<file path="config.mk">
export PLATFORM = sky130hd
export DESIGN_NAME = spi_slave_if
export DESIGN_NICKNAME = d
export VERILOG_FILES = /design/src/rtl/apb_spi_pkg.sv /design/src/rtl/spi_slave_if.sv
export SDC_FILE = /design/constraint.sdc
export NUM_CORES = 1
export LEC_CHECK = 0
export ABC_AREA = 0
export CAP_MARGIN = 25
export CORE_MARGIN = 2
export CORE_UTILIZATION = 25
export DETAILED_ROUTE_END_ITERATION = 6
export PLACE_DENSITY = 0.52
export SYNTH_ARGS = -nofsm -noshare
export SYNTH_HDL_FRONTEND = slang
export SYNTH_SLANG_ARGS = --single-unit
</file>
<file path="constraint.sdc">
create_clock -name clk -period 2.2 [get_ports clk]
set_input_delay 0.44 -clock clk [delete_from_list [all_inputs] [get_ports clk]]
set_output_delay 0.44 -clock clk [all_outputs]
set_load 0.02 [all_outputs]
</file>
<file path="src/rtl/apb_spi_pkg.sv">
// Shared definitions for the APB_SPI slave path: RAM command opcodes,
// frame geometry and the serial front-end state encoding.
package apb_spi_pkg;

    localparam int DATA_W  = 8;
    localparam int FRAME_W = DATA_W + 2;

    localparam logic [1:0] OP_WR_ADDR = 2'b00;
    localparam logic [1:0] OP_WR_DATA = 2'b01;
    localparam logic [1:0] OP_RD_ADDR = 2'b10;
    localparam logic [1:0] OP_RD_DATA = 2'b11;

    typedef enum logic [2:0] {
        ST_IDLE      = 3'd0,
        ST_CHK_CMD   = 3'd1,
        ST_WRITE     = 3'd2,
        ST_READ_ADD  = 3'd3,
        ST_READ_DATA = 3'd4
    } spi_state_e;

endpackage

</file>
<file path="src/rtl/spi_slave_if.sv">
// SPI slave front end: deserialises MOSI frames into RAM command words and
// shifts the RAM's read byte back out on MISO after a read-data frame.
module spi_slave_if
    import apb_spi_pkg::*;
#(
    parameter int DATA_WIDTH = DATA_W
) (
    input  logic                  clk,
    input  logic                  rst_n,
    input  logic                  SS_n,
    input  logic                  MOSI,
    output logic                  MISO,
    output logic [DATA_WIDTH+1:0] rx_data,
    output logic                  rx_valid,
    input  logic [DATA_WIDTH-1:0] tx_data,
    input  logic                  tx_valid
);

    localparam int         FW         = DATA_WIDTH + 2;
    localparam int         TCW        = $clog2(DATA_WIDTH);
    localparam logic [3:0] LAST_BIT   = 4'(FW - 1);
    localparam logic [3:0] FRAME_DONE = 4'(FW);

    spi_state_e            state_q, state_d;
    logic [FW-2:0]         shreg_q, shreg_d;
    logic [3:0]            cnt_q, cnt_d;
    logic [FW-1:0]         rx_data_q, rx_data_d;
    logic                  rx_valid_q, rx_valid_d;
    logic                  rd_addr_seen_q, rd_addr_seen_d;
    logic                  tx_latched_q, tx_latched_d;
    logic                  tx_active_q, tx_active_d;
    logic [DATA_WIDTH-1:0] tx_sh_q, tx_sh_d;
    logic [TCW-1:0]        tx_cnt_q, tx_cnt_d;
    logic                  miso_q, miso_d;

    always_comb begin
        state_d        = state_q;
        shreg_d        = shreg_q;
        cnt_d          = cnt_q;
        rx_data_d      = rx_data_q;
        rx_valid_d     = 1'b0;
        rd_addr_seen_d = rd_addr_seen_q;
        tx_latched_d   = tx_latched_q;
        tx_active_d    = tx_active_q;
        tx_sh_d        = tx_sh_q;
        tx_cnt_d       = tx_cnt_q;
        miso_d         = miso_q;

        if (SS_n) begin
            // Frame end or abort: partial frames are dropped silently.
            state_d      = ST_IDLE;
            cnt_d        = 4'd0;
            tx_latched_d = 1'b0;
            tx_active_d  = 1'b0;
            miso_d       = 1'b0;
        end else begin
            case (state_q)
                ST_IDLE: begin
                    state_d = ST_CHK_CMD;
                end
                ST_CHK_CMD: begin
                    shreg_d = {shreg_q[FW-3:0], MOSI};
                    cnt_d   = 4'd1;
                    if (!MOSI)
                        state_d = ST_WRITE;
                    else if (rd_addr_seen_q)
                        state_d = ST_READ_DATA;
                    else
                        state_d = ST_READ_ADD;
                end
                ST_WRITE, ST_READ_ADD, ST_READ_DATA: begin
                    if (cnt_q < FRAME_DONE) begin
                        shreg_d = {shreg_q[FW-3:0], MOSI};
                        cnt_d   = cnt_q + 4'd1;
                        if (cnt_q == LAST_BIT) begin
                            rx_data_d  = {shreg_q, MOSI};
                            rx_valid_d = 1'b1;
                            if (state_q == ST_READ_ADD && shreg_q[FW-2 -: 2] == OP_RD_ADDR)
                                rd_addr_seen_d = 1'b1;
                            if (state_q == ST_READ_DATA)
                                rd_addr_seen_d = 1'b0;
                        end
                    end else if (state_q == ST_READ_DATA) begin
                        // Readback: first tx_valid after the rx_valid strobe is
                        // captured once; the byte goes out MSB first.
                        if (tx_active_q) begin
                            if (tx_cnt_q != '0) begin
                                miso_d   = tx_sh_q[DATA_WIDTH-1];
                                tx_sh_d  = tx_sh_q << 1;
                                tx_cnt_d = tx_cnt_q - 1'b1;
                            end else begin
                                miso_d      = 1'b0;
                                tx_active_d = 1'b0;
                            end
                        end else if (!tx_latched_q && !rx_valid_q && tx_valid) begin
                            tx_latched_d = 1'b1;
                            tx_active_d  = 1'b1;
                            miso_d       = tx_data[DATA_WIDTH-1];
                            tx_sh_d      = tx_data << 1;
                            tx_cnt_d     = TCW'(DATA_WIDTH - 1);
                        end
                    end
                end
                default: begin
                    state_d = ST_IDLE;
                end
            endcase
        end
    end

    always_ff @(posedge clk or negedge rst_n) begin
        if (!rst_n) begin
            state_q        <= ST_IDLE;
            cnt_q          <= 4'd0;
            rx_data_q      <= '0;
            rx_valid_q     <= 1'b0;
            rd_addr_seen_q <= 1'b0;
            tx_latched_q   <= 1'b0;
            tx_active_q    <= 1'b0;
            tx_cnt_q       <= '0;
            miso_q         <= 1'b0;
        end else begin
            state_q        <= state_d;
            cnt_q          <= cnt_d;
            rx_data_q      <= rx_data_d;
            rx_valid_q     <= rx_valid_d;
            rd_addr_seen_q <= rd_addr_seen_d;
            tx_latched_q   <= tx_latched_d;
            tx_active_q    <= tx_active_d;
            tx_cnt_q       <= tx_cnt_d;
            miso_q         <= miso_d;
        end
    end

    // Pure data shifters; their contents are only consumed under control qualifiers.
    always_ff @(posedge clk) begin
        shreg_q <= shreg_d;
        tx_sh_q <= tx_sh_d;
    end

    assign MISO     = miso_q;
    assign rx_data  = rx_data_q;
    assign rx_valid = rx_valid_q;

endmodule

</file>
# --- Word-level counts from Yosys, hierarchy flattened ---
# Cells that the tools add are included.
totals:
  ram_bits: 0
  latch_bits: 0
  inputBits: 13
  reg_bits: 42
  romBits: 0
  mem_count: 0
  output_inout_bits: 12
  wordCells: 93
op_classes:
  bitwise_logic: 2
  n_reduce_logical: 24
  div_mod_pow: 0
  order_cmp: 1
  mul: 0
  eq_ne: 12
  muxes: 41
  n_addsub: 2
  shift: 0
op_table:
  columns: ["op", "count"]
  rows:
  - ["$mux 1", 26]
  - ["$mux 8", 3]
  - ["$mux 3", 6]
  - ["$pmux 9 s2", 1]
  - ["$reduce_bool 2->1", 6]
  - ["$reduce_and 5->1", 2]
  - ["$mux 9", 1]
  - ["$pmux 3 s3", 1]
  - ["$reduce_bool 3->1", 3]
  - ["$mux 4", 2]
  - ["$ne 2x2->1 const B", 4]
  - ["$pmux 4 s2", 1]
  - ["$reduce_and 4->1", 2]
  - ["$eq 3x2->1 const B", 2]
  - ["$reduce_and 3->1", 2]
  - ["$reduce_and 6->1", 1]
  - ["$add 4x1->4 const B", 1]
  - ["$eq 4x4->1 const B", 1]
  - ["$lt 4x4->1 const B", 1]
  - ["$eq 3x1->1 const B", 1]
  - ["$eq 3x3->1 const B", 1]
  - ["$logic_and 1x1->1", 3]
  - ["$logic_not 3->1", 1]
  - ["$ne 3x3->1 const B", 1]
  - ["other kinds (7)", 9]

# --- Longest topological paths before layout ---
# Gate-level depths: netlist of run 1.
logic_depth:
  word_depth: 9
  mapped_depth: 7
  mapped_depth_nobuf: 6

# --- Worst setup path before layout of run 1 ---
# Ideal clock, no wire load.
synth_path:
  kind: "register to register"
  startpoint: "register state_q[1]"
  endpoint: "register shreg_q[0] (enable)"
  arrival_ns: 1.544
  setup_ns: 0.378
  path_stages_with_launch: 5
  period_less_slack_ns: 1.922
  setup_slack_ns: 0.278
  path_buffers: 1
  required_time_ns: 1.822
  cell_sequence: "dfrtp_1 -> clkbuf_2 -> nor3b_4 -> o21ai_1 -> a21oi_1"
synth_via:
  elab_chain_cells: 4
  elab_cells_between_ends: 8
  cone_classes: "eq/ne (5); reduce/logical (3)"
synth_lines:
  columns: ["element", "line_no", "source"]
  rows:
  - ["start, declared", "spi_slave_if.sv:24", "spi_state_e state_q, state_d;"]
  - ["start signal, assigned", "spi_slave_if.sv:123", "state_q <= state_d;"]
  - ["$eq 3x2->1 / $eq 3x3->1 (equally long branches)", "spi_slave_if.sv:57", "case (state_q)"]
  - ["$reduce_or 3->1", "spi_slave_if.sv:57", null]
  - ["$ne 2x2->1 (no source line) / $reduce_bool 2->1 (equally long branches)", null, null]
  - ["$reduce_and 3->1 (no source line) (*)", null, null]
  - ["end signal, assigned", "spi_slave_if.sv:137", "shreg_q <= shreg_d;"]
  - ["end, declared", "spi_slave_if.sv:25", "logic [FW-2:0] shreg_q, shreg_d;"]
# Mark *: on every way between the ends. The rest lies on a longest branch, timed or not.
# A chain may end at the register's enable or synchronous reset.

# --- Worst setup path in the final report of run 1 ---
layout_path:
  startpoint: "register cnt_q[1]"
  endpoint: "register rx_data_q[0], in the netlist rx_data[0]"
layout_via:
  elab_chain_cells: 2
  elab_cells_between_ends: 3
  cone_classes: "order compare (1); eq/ne (1); reduce/logical (1)"
layout_lines:
  columns: ["element", "line_no", "source"]
  rows:
  - ["start, declared", "spi_slave_if.sv:26", "logic [3:0] cnt_q, cnt_d;"]
  - ["start signal, assigned", "spi_slave_if.sv:124", "cnt_q <= cnt_d;"]
  - ["$lt 4x4->1 / $eq 4x4->1 (equally long branches)", "spi_slave_if.sv:72, spi_slave_if.sv:75", null]
  - ["$reduce_and 4->1 (no source line) (*)", null, null]
  - ["end signal, assigned", "spi_slave_if.sv:125", "rx_data_q <= rx_data_d;"]
  - ["end, declared", "spi_slave_if.sv:27", "logic [FW-1:0] rx_data_q, rx_data_d;"]
# Marks and branches as above.

==> qor.yml, run 1 <==
synth:
  async_flop_share: 0.6098
  ys_ff_latch: 41
  synth-compound-area-share: 0.1038
  synthFlopType: "dfrtp_1"
  synth.cell_area_mm2: 0.001797
  synthCells: 134
  avgSynthCellArea_um2: 13.41
  synth_edf_count: 16
  synthMuxAreaShare: 0.1003
  synth_top_family_by_area: "simple AND/OR/NAND/NOR gates"
  ys.warnings.count: 0
  yosysSeqAreaShare: 0.6156
  synth_fa_ha_area_frac: 0.02786
  synth.distinct_cells: 41
  yosys.area_share.simple: 0.1177
  synth_xor_area_frac: 0.004875
  synth_fp_nets: 151
critical_path:
  reg2reg_depth: 6
  path_cells: "inv_1 > ha_1 > nand2_1 > nor4_1 > o21a_2 > mux2_2"
  critPathMaxFanout: 11
  r2r-start: "cnt_q[1]"
  required_ps: 2370
  crit_type: "reg -> reg"
  slowest_stage: "dfrtp_1"
  cp.depth: 6
  cp.arrival_ps: 2030
  start_kind: "flip-flop"
  critical_path.startpoint: "cnt_q[1]"
  worst_path_dominant_cell_family: "flip-flops"
  cpPeakStageDelay_ps: 450
  worstSetupEndpointType: "flip-flop"
  cp_num_buf_inv: 1
die:
  rows: 30
  dieWidth_um: 88.78
  io_pins: 25
  coreArea_mm2: 0.006869
  start_util: 0.2616
  dieHeight_um: 88.78
  fp.dieArea_mm2: 0.007881
detailed_routing:
  dr.pass1.iters: 4
  wl_um: 3297
  vias: 1157
  vias_per_cell: 4.399
  wl_per_cell_um: 12.54
  antenna_left: 0
  remaining_drc_errors: 0
  drt_iter0_markers: 72
global_routing:
  grt_max_degree: 26
  globalRoute.busiestLayer: "met1"
  grtUsageMet2: 0.1323
  first_global_vias: 1128
  grtUsageTotal: 0.09480
  grt_antenna_before_repair: 0
  use_met3: 0.03638
  use_met1: 0.1338
  globalRouteOverflowTotal: 0
  grt_pass1_wl_um: 5637
status:
  status: "completed"
worst_hold_path:
  hp-start: "shreg_q[6]"
  holdPathStages: 0
  hp-class: "reg -> reg"
power:
  power_mw: 1.390
  p_switching_mw: 0.3092
  max-vdd-ir-drop_mv: 0.2844
  power_density_mw_per_mm2: 616.3
  p_int_mw: 1.081
  p_leak_nw: 0.8838
  p_clk_frac: 0.338
  p_comb_frac: 0.061
  seqPwrFrac: 0.601
  switching_share: 0.2224
finish:
  layout-drive-gt1-share: 0.1437
  final_common_cell: "dfrtp_1"
  layout.nets: 183
  synthToLayoutAreaGrowth_pct: 25.56
  final_cell_mix: "dfrtp_1, clkdlybuf4s50_1, edfxtp_1"
  design_area_mm2: 0.002256
  postLayoutCoreUtil: 0.3284
  diodes: 0
  final_cells: 263
placed_design:
  place_inst: 255
  io_buffer_count: 24
  gp_congestion: 0.7721
  place_ws_ps: 48.93
  dpl.hpwl_um: 2236
  placed_cell_area_mm2: 0.002175
timing:
  drv_slew: 0
  worst_slack_ps: 347.7
  period_share: 0.8420
  fin_worst_skew_ps: 8.175
  period_needed_ps: 1852
  relSlewSlack: 0.7069
  finalSetupTns_ps: 0
  clock.fmax_mhz: 539.9
  rsz0062_at_grt: "false"
  worstMarginPinSlew_ps: 428.6
  hold_viol: 0
  report.final.setup_viol: 0
  worst_hold_slack_ps: 450.0
clock_tree:
  clk_path_buf_depth: 2
  clk_pin_slew_ps: 70
  htree_levels: 2
  cts-buffers-inserted: 5
  cts_resized: 0
  cts_hold_buf: 0
  cts_root_buffer: "clkbuf_8"
  clock_sinks: 41
  clock_latency_ps: 290
  cts_tree: "done"
  cts.repair_timing.setup_buffer_count: 0
job:
  max_cap_violations: 0
## final timing paths
kind                            slack [ps]             end
worst min-delay path                   450      shreg_q[7]
worst min register to register         450      shreg_q[7]
max in group asynchronous             1420  rd_addr_seen_q
min in group asynchronous              520     tx_cnt_q[0]
worst max register to register         350      rx_data[0]
worst max-delay path                   350      rx_data[0]
## state kept, by name, indices dropped and copies added, names as in the netlist
register,cells
rx_data,10
shreg_q,9
tx_sh_q,7
cnt_q,4
state_q,3
tx_cnt_q,3
MISO,1
rd_addr_seen_q,1
rx_valid,1
tx_active_q,1
tx_latched_q,1
## cells in the mapped netlist, types with 2 or more instances
library cell | instances | area share
o221a_1 | 2 | 0.013
nor3_1 | 2 | 0.0056
nor2_1 | 5 | 0.010
dfrtp_1 | 25 | 0.35
ha_1 | 4 | 0.028
a21oi_1 | 5 | 0.014
o21ai_0 | 3 | 0.0084
nand3_1 | 6 | 0.017
nor2b_1 | 4 | 0.014
clkbuf_1 | 2 | 0.0042
mux2_2 | 7 | 0.044
a31oi_1 | 3 | 0.010
nand2_1 | 3 | 0.0063
nand2b_1 | 2 | 0.0070
nor3b_1 | 3 | 0.013
mux2_1 | 9 | 0.056
inv_1 | 7 | 0.015
or3_1 | 2 | 0.0070
edfxtp_1 | 16 | 0.27
o21a_1 | 2 | 0.0084
a211oi_1 | 2 | 0.0084
## per-layer routing
metal  vias to the layer above  share of wire
met5                         -              0
met4                         0          0.012
met3                         6          0.070
met2                        27           0.42
met1                       563           0.50
li1                        561              -
## cell families after synthesis
kind of cell	after synthesis
adders and majority gates	4
DFF	41
xor gates and xnor gates	1
and+or+nand+nor	34
AOI/OAI and AO/OA	26
muxes	16
buffers and inverters	12
## power groups by stage
stage | Combinational [mW] | Clock [mW] | Sequential [mW]
6_report | 0.0847 | 0.470 | 0.835
2_1_floorplan | 0.0434 | 0 | 0.843
4_1_cts | 0.0878 | 0.497 | 0.836
5_1_grt | 0.0968 | 0.531 | 0.839
3_5_place_dp | 0.0869 | 0 | 0.852
3_3_place_gp | 0.0860 | 0 | 0.852
## cell type report
| cell class | instances | area (µm²) |
|---|---|---|
| multi-input combinational | 81 | 636.9 |
| clock buffer | 7 | 76.32 |
| clock inverter | 1 | 5.005 |
| timing repair buffer | 30 | 285.3 |
| sequential | 41 | 1106 |
| fill | 701 | 4613 |
| tap | 96 | 120.1 |
| inverter | 7 | 26.28 |
No activity file was read; power rests on OpenSTA's default activity.
==> inputs of run 2 (changes only) <==
--- a/config.mk
+++ b/config.mk
@@ -10,7 +10,7 @@
 export CORE_MARGIN = 2
 export CORE_UTILIZATION = 25
 export DETAILED_ROUTE_END_ITERATION = 6
-export PLACE_DENSITY = 0.52
+export PLACE_DENSITY = 0.53
 export SYNTH_ARGS = -nofsm -noshare
 export SYNTH_HDL_FRONTEND = slang
 export SYNTH_SLANG_ARGS = --single-unit
==> constraint.sdc (replaced) <==
create_clock -name clk -period 1.7 [get_ports clk]
set_input_delay 0.34 -clock clk [delete_from_list [all_inputs] [get_ports clk]]
set_output_delay 0.34 -clock clk [all_outputs]
set_load 0.02 [all_outputs]
==> run 2 against run 1 <==
Hold slack got worse by 40 ps. Non-clock buffer count is 12 higher. Sequential cell count unchanged. Die area did not move. Utilization increased by 2.9 points. Via count is 2.9% higher. Critical path depth fell by 5. First-iteration DRC count is 40% lower. Sequential power rose by 29%. Clock-buffer cell count is 1 lower. Largest cell class unchanged. Highest routed layer unchanged.
==> qor.yml, run 2 (synthesis gave the netlist of run 1 again) <==
critical_path:
  cp_num_buf_inv: 1
  cpPeakStageDelay_ps: 630
  cp.arrival_ps: 1310
  required_ps: 1360
  critPathMaxFanout: 3
  start_kind: "flip-flop"
  path_cells: "clkdlybuf4s50_1"
  worstSetupEndpointType: "output port"
  slowest_stage: "clkdlybuf4s50_1"
  crit_type: "reg -> out"
  worst_path_dominant_cell_family: "buffers and inverters"
worst_hold_path:
  hp-class: "in -> async"
finish:
  final_cells: 275
  postLayoutCoreUtil: 0.3576
  synthToLayoutAreaGrowth_pct: 36.70
  final_cell_mix: "clkdlybuf4s50_1, dfrtp_1, edfxtp_1"
  final_common_cell: "clkdlybuf4s50_1"
  layout.nets: 195
  layout-drive-gt1-share: 0.2346
  n_fill_cell: 674
  diodes: 0
  largest_reg_flops: 10
placed_design:
  gp_congestion: 0.7381
  place_inst: 265
  io_buffer_count: 24
  dpl.hpwl_um: 2382
global_routing:
  globalRouteOverflowTotal: 0
  grt_antenna_before_repair: 0
  grt_pass1_wl_um: 5789
  grtUsageTotal: 0.09831
  grt_max_degree: 26
  first_global_vias: 1183
clock_tree:
  clock_sinks: 41
  clk_pin_slew_ps: 80
  htree_levels: 2
  cts_root_buffer: "clkbuf_8"
  cts_tree: "done"
  cts-buffers-inserted: 5
  clock_latency_ps: 290
  clk_path_buf_depth: 2
  cts_hold_buf: 0
timing:
  drv_slew: 0
  report.final.setup_viol: 0
  worstMarginPinSlew_ps: 333.5
  clock.fmax_mhz: 604.5
  relSlewSlack: 0.7719
  hold_viol: 0
  rsz0062_at_grt: "true"
  period_needed_ps: 1654
  fin_worst_skew_ps: 7.295
  period_share: 0.9730
power:
  p_int_mw: 1.571
  p_leak_nw: 0.9700
  max-vdd-ir-drop_mv: 0.3466
  power_density_mw_per_mm2: 810.4
  p_clk_frac: 0.384
  switching_share: 0.2106
  p_comb_frac: 0.076
  seqPwrFrac: 0.541
  p_switching_mw: 0.4192
die:
  dieWidth_um: 88.78
  start_util: 0.2616
  io_pins: 25
  rows: 30
  dieHeight_um: 88.78
  coreArea_mm2: 0.006869
  fp.dieArea_mm2: 0.007881
detailed_routing:
  wl_um: 3465
  remaining_drc_errors: 0
  vias: 1191
  dr.pass1.iters: 4
  wl_per_cell_um: 12.60
  antenna_left: 0
  vias_per_cell: 4.331
  drt_iter0_markers: 43
job:
  max_cap_violations: 0
status:
  status: "completed"
run 2: cell count changes in the layout (fill, tap and decap cells not counted), sizes merged:
cell	delta
bufinv	+1
clkbuf	-1
buf	+12
run 2: per-layer routing:
layer  vias up  global-route usage  routed length, µm
li1        578                   -                  -
met1       587              0.1403               1753
met2        21              0.1330               1468
met3         5             0.03358                173
met4         0             0.04545                 70
met5         -                   0                  0
run 2: power groups by stage:
stage / Clock [mW] / Sequential, mW / Combinational [mW]
after detailed placement: 0 / 1.10 / 0.148
final: 0.764 / 1.08 / 0.151
after global placement: 0 / 1.10 / 0.147
after floorplan: 0 / 1.09 / 0.0620
after global routing: 0.837 / 1.08 / 0.167
after CTS: 0.794 / 1.08 / 0.149
run 2: final cells by class:
cell class / instances / area, µm² / area share
clock buffers: 6 / 72.57 / 0.02955
clock inverters: 2 / 33.78 / 0.01375
inverters: 7 / 26.28 / 0.01070
multi-input cells: 81 / 678.2 / 0.2761
flip-flops and latches: 41 / 1109 / 0.4513
well taps: 96 / 120.1 / 0.04890
repair buffers: 42 / 416.7 / 0.1696
run 2: metrics by stage:
step	hold WS [ps]	cell area (µm²)	setup TNS (ps)	total power [mW]	setup WS, ps
global placement	433.2	2312	-4440	1.244	-240.2
global route	442.9	2456	-8.543	2.085	-7.464
detailed placement	433.2	2312	-4387	1.245	-241.8
CTS	414.1	2419	0	2.019	4.732
floorplan	44.41	1822	0	1.153	38.06
finish	410.2	2456	0	1.990	45.85
run 2: path summary, 6_finish.rpt:
check,end,cells after the start,start,slack (ps)
max in group asynchronous,state_q[1],2,rst_n,1020
worst min-delay path,cnt_q[2],2,rst_n,410
worst max register to register,rx_data[0],5,cnt_q[1],90
worst max-delay path,rx_valid,1,rx_valid,50
min in group clk,shreg_q[4],0,shreg_q[3],450
worst min register to register,shreg_q[4],0,shreg_q[3],450
run 2: timing repair:
item | 4_1_cts | 5_1_grt
setup buffers | 0 | 2
endpoints found under the setup margin | 0 | 18
gates resized for setup | 0 | 6
==> inputs of run 3 (changes only) <==
--- a/config.mk
+++ b/config.mk
@@ -6,11 +6,13 @@
 export NUM_CORES = 1
 export LEC_CHECK = 0
 export ABC_AREA = 0
+export ABC_CLOCK_PERIOD_IN_PS = 1700
 export CAP_MARGIN = 25
 export CORE_MARGIN = 2
 export CORE_UTILIZATION = 25
 export DETAILED_ROUTE_END_ITERATION = 6
 export PLACE_DENSITY = 0.53
+export RECOVER_POWER = 100
 export SYNTH_ARGS = -nofsm -noshare
 export SYNTH_HDL_FRONTEND = slang
 export SYNTH_SLANG_ARGS = --single-unit
==> run 3 against run 2 <==
First-iteration DRC count decreased by 9.3%. Hold slack improved by 41 ps. Clock power about the same.
==> qor.yml, run 3 (synthesis gave the netlist of run 1 again) <==
status:
  status: "completed"
finish:
  final_cell_mix: "dfrtp_1, clkdlybuf4s50_1, edfxtp_1"
  diodes: 0
  largest_reg_flops: 10
  n_fill_cell: 675
  layout-drive-gt1-share: 0.2346
  postLayoutCoreUtil: 0.3568
  layout.nets: 195
  synthToLayoutAreaGrowth_pct: 36.42
  final_common_cell: "dfrtp_1"
global_routing:
  grt_antenna_before_repair: 0
  globalRouteOverflowTotal: 0
  grt_pass1_wl_um: 5789
  grt_max_degree: 26
  grtUsageTotal: 0.09831
  first_global_vias: 1183
die:
  start_util: 0.2616
  fp.dieArea_mm2: 0.007881
  dieWidth_um: 88.78
  io_pins: 25
  coreArea_mm2: 0.006869
  rows: 30
  dieHeight_um: 88.78
critical_path:
  crit_type: "reg -> out"
  slowest_stage: "clkdlybuf4s50_1"
  critPathMaxFanout: 3
  worst_path_dominant_cell_family: "buffers and inverters"
  worstSetupEndpointType: "output port"
  cpPeakStageDelay_ps: 630
  cp.arrival_ps: 1310
  path_cells: "clkdlybuf4s50_1"
  start_kind: "flip-flop"
  required_ps: 1360
  cp_num_buf_inv: 1
detailed_routing:
  wl_um: 3467
  drt_iter0_markers: 39
  wl_per_cell_um: 12.61
  vias: 1191
  antenna_left: 0
  remaining_drc_errors: 0
  dr.pass1.iters: 4
  vias_per_cell: 4.331
timing:
  fin_worst_skew_ps: 7.296
  period_share: 0.9730
  clock.fmax_mhz: 604.6
  rsz0062_at_grt: "true"
  worstMarginPinSlew_ps: 662.8
  report.final.setup_viol: 0
  drv_slew: 0
  hold_viol: 0
  period_needed_ps: 1654
  relSlewSlack: 0.5581
power:
  power_density_mw_per_mm2: 811.3
  power_mw: 1.989
  max-vdd-ir-drop_mv: 0.3466
  p_leak_nw: 0.9691
clock_tree:
  clk_path_buf_depth: 2
  htree_levels: 2
  clock_sinks: 41
  cts-buffers-inserted: 5
  clk_pin_slew_ps: 80
  cts_hold_buf: 0
  cts_root_buffer: "clkbuf_8"
  clock_latency_ps: 290
  cts_tree: "done"
job:
  max_cap_violations: 0
placed_design:
  gp_congestion: 0.7381
  io_buffer_count: 24
  dpl.hpwl_um: 2382
worst_hold_path:
  hp-class: "reg -> reg"
==> run 3: cell types whose count changed in the layout (fill, tap and decap cells not counted), sizes merged <==
cell and change:
buf -2, clkbuf +2, clkdlybuf4s50 -2, dlygate4sd3 +2
==> run 3: metrics by stage <==
step | setup WS (ps) | setup TNS, ps | cells | area [µm²] | hold WS, ps
after floorplan | 38.06 | 0 | 134 | 1822 | 44.41
after global placement | -240.2 | -4440 | 265 | 2312 | 433.2
after detailed placement | -241.8 | -4387 | 265 | 2312 | 433.2
after CTS | 4.732 | 0 | 273 | 2419 | 414.1
after global routing | -7.464 | -8.542 | 275 | 2451 | 474.2
final | 45.98 | 0 | 275 | 2451 | 451.5
==> run 3: final timing paths <==
kind                       startpoint         end  slack [ps]  cells after the start
min in group asynchronous       rst_n    cnt_q[2]         600                      2
min                        shreg_q[3]  shreg_q[4]         450                      0
min reg2reg                shreg_q[3]  shreg_q[4]         450                      0
max reg2reg                  cnt_q[1]  rx_data[0]          90                      5
max                          rx_valid    rx_valid          50                      1
max in group asynchronous       rst_n  state_q[1]         640                      2
==> run 3: per-layer routing <==
| layer | wire, µm | vias to the layer above | share of wire | global-route usage |
|---|---|---|---|---|
| met5 | 0 | - | 0 | 0 |
| met4 | 70 | 0 | 0.020 | 0.04545 |
| met3 | 172 | 5 | 0.050 | 0.03358 |
| met2 | 1467 | 21 | 0.42 | 0.1330 |
| met1 | 1757 | 586 | 0.51 | 0.1403 |
| li1 | - | 579 | - | - |
==> run 3: repair_timing <==
action                     CTS  global route
setup endpoints to repair    0            18
hold endpoints to repair     0             0
gates resized for setup      0             6
buffers inserted             0             2
==> run 3: worst reg2reg max path, cell delays in order (launching register included) <==
cell and delay, ps:
dfrtp_1 400, buf_4 150, nor4_4 290, o21a_2 200, buf_12 130, mux2_2 330
==> run 3: layout make-up <==
cell class              instances  area [µm²]  area share
flip-flops and latches         41        1109      0.4523
multi-input cells              81       678.2      0.2767
repair buffers                 42       411.6      0.1679
well taps                      96       120.1     0.04900
clock buffers                   6       72.57     0.02961
clock inverters                 2       33.78     0.01378
inverters                       7       26.28     0.01072
==> run 3: report_power, final <==
group	switching, mW	total (mW)	leakage [nW]	internal, mW
registers	0.0180	1.08	0.490	1.06
clock network	0.330	0.764	0.0528	0.434
logic	0.0710	0.149	0.427	0.0778
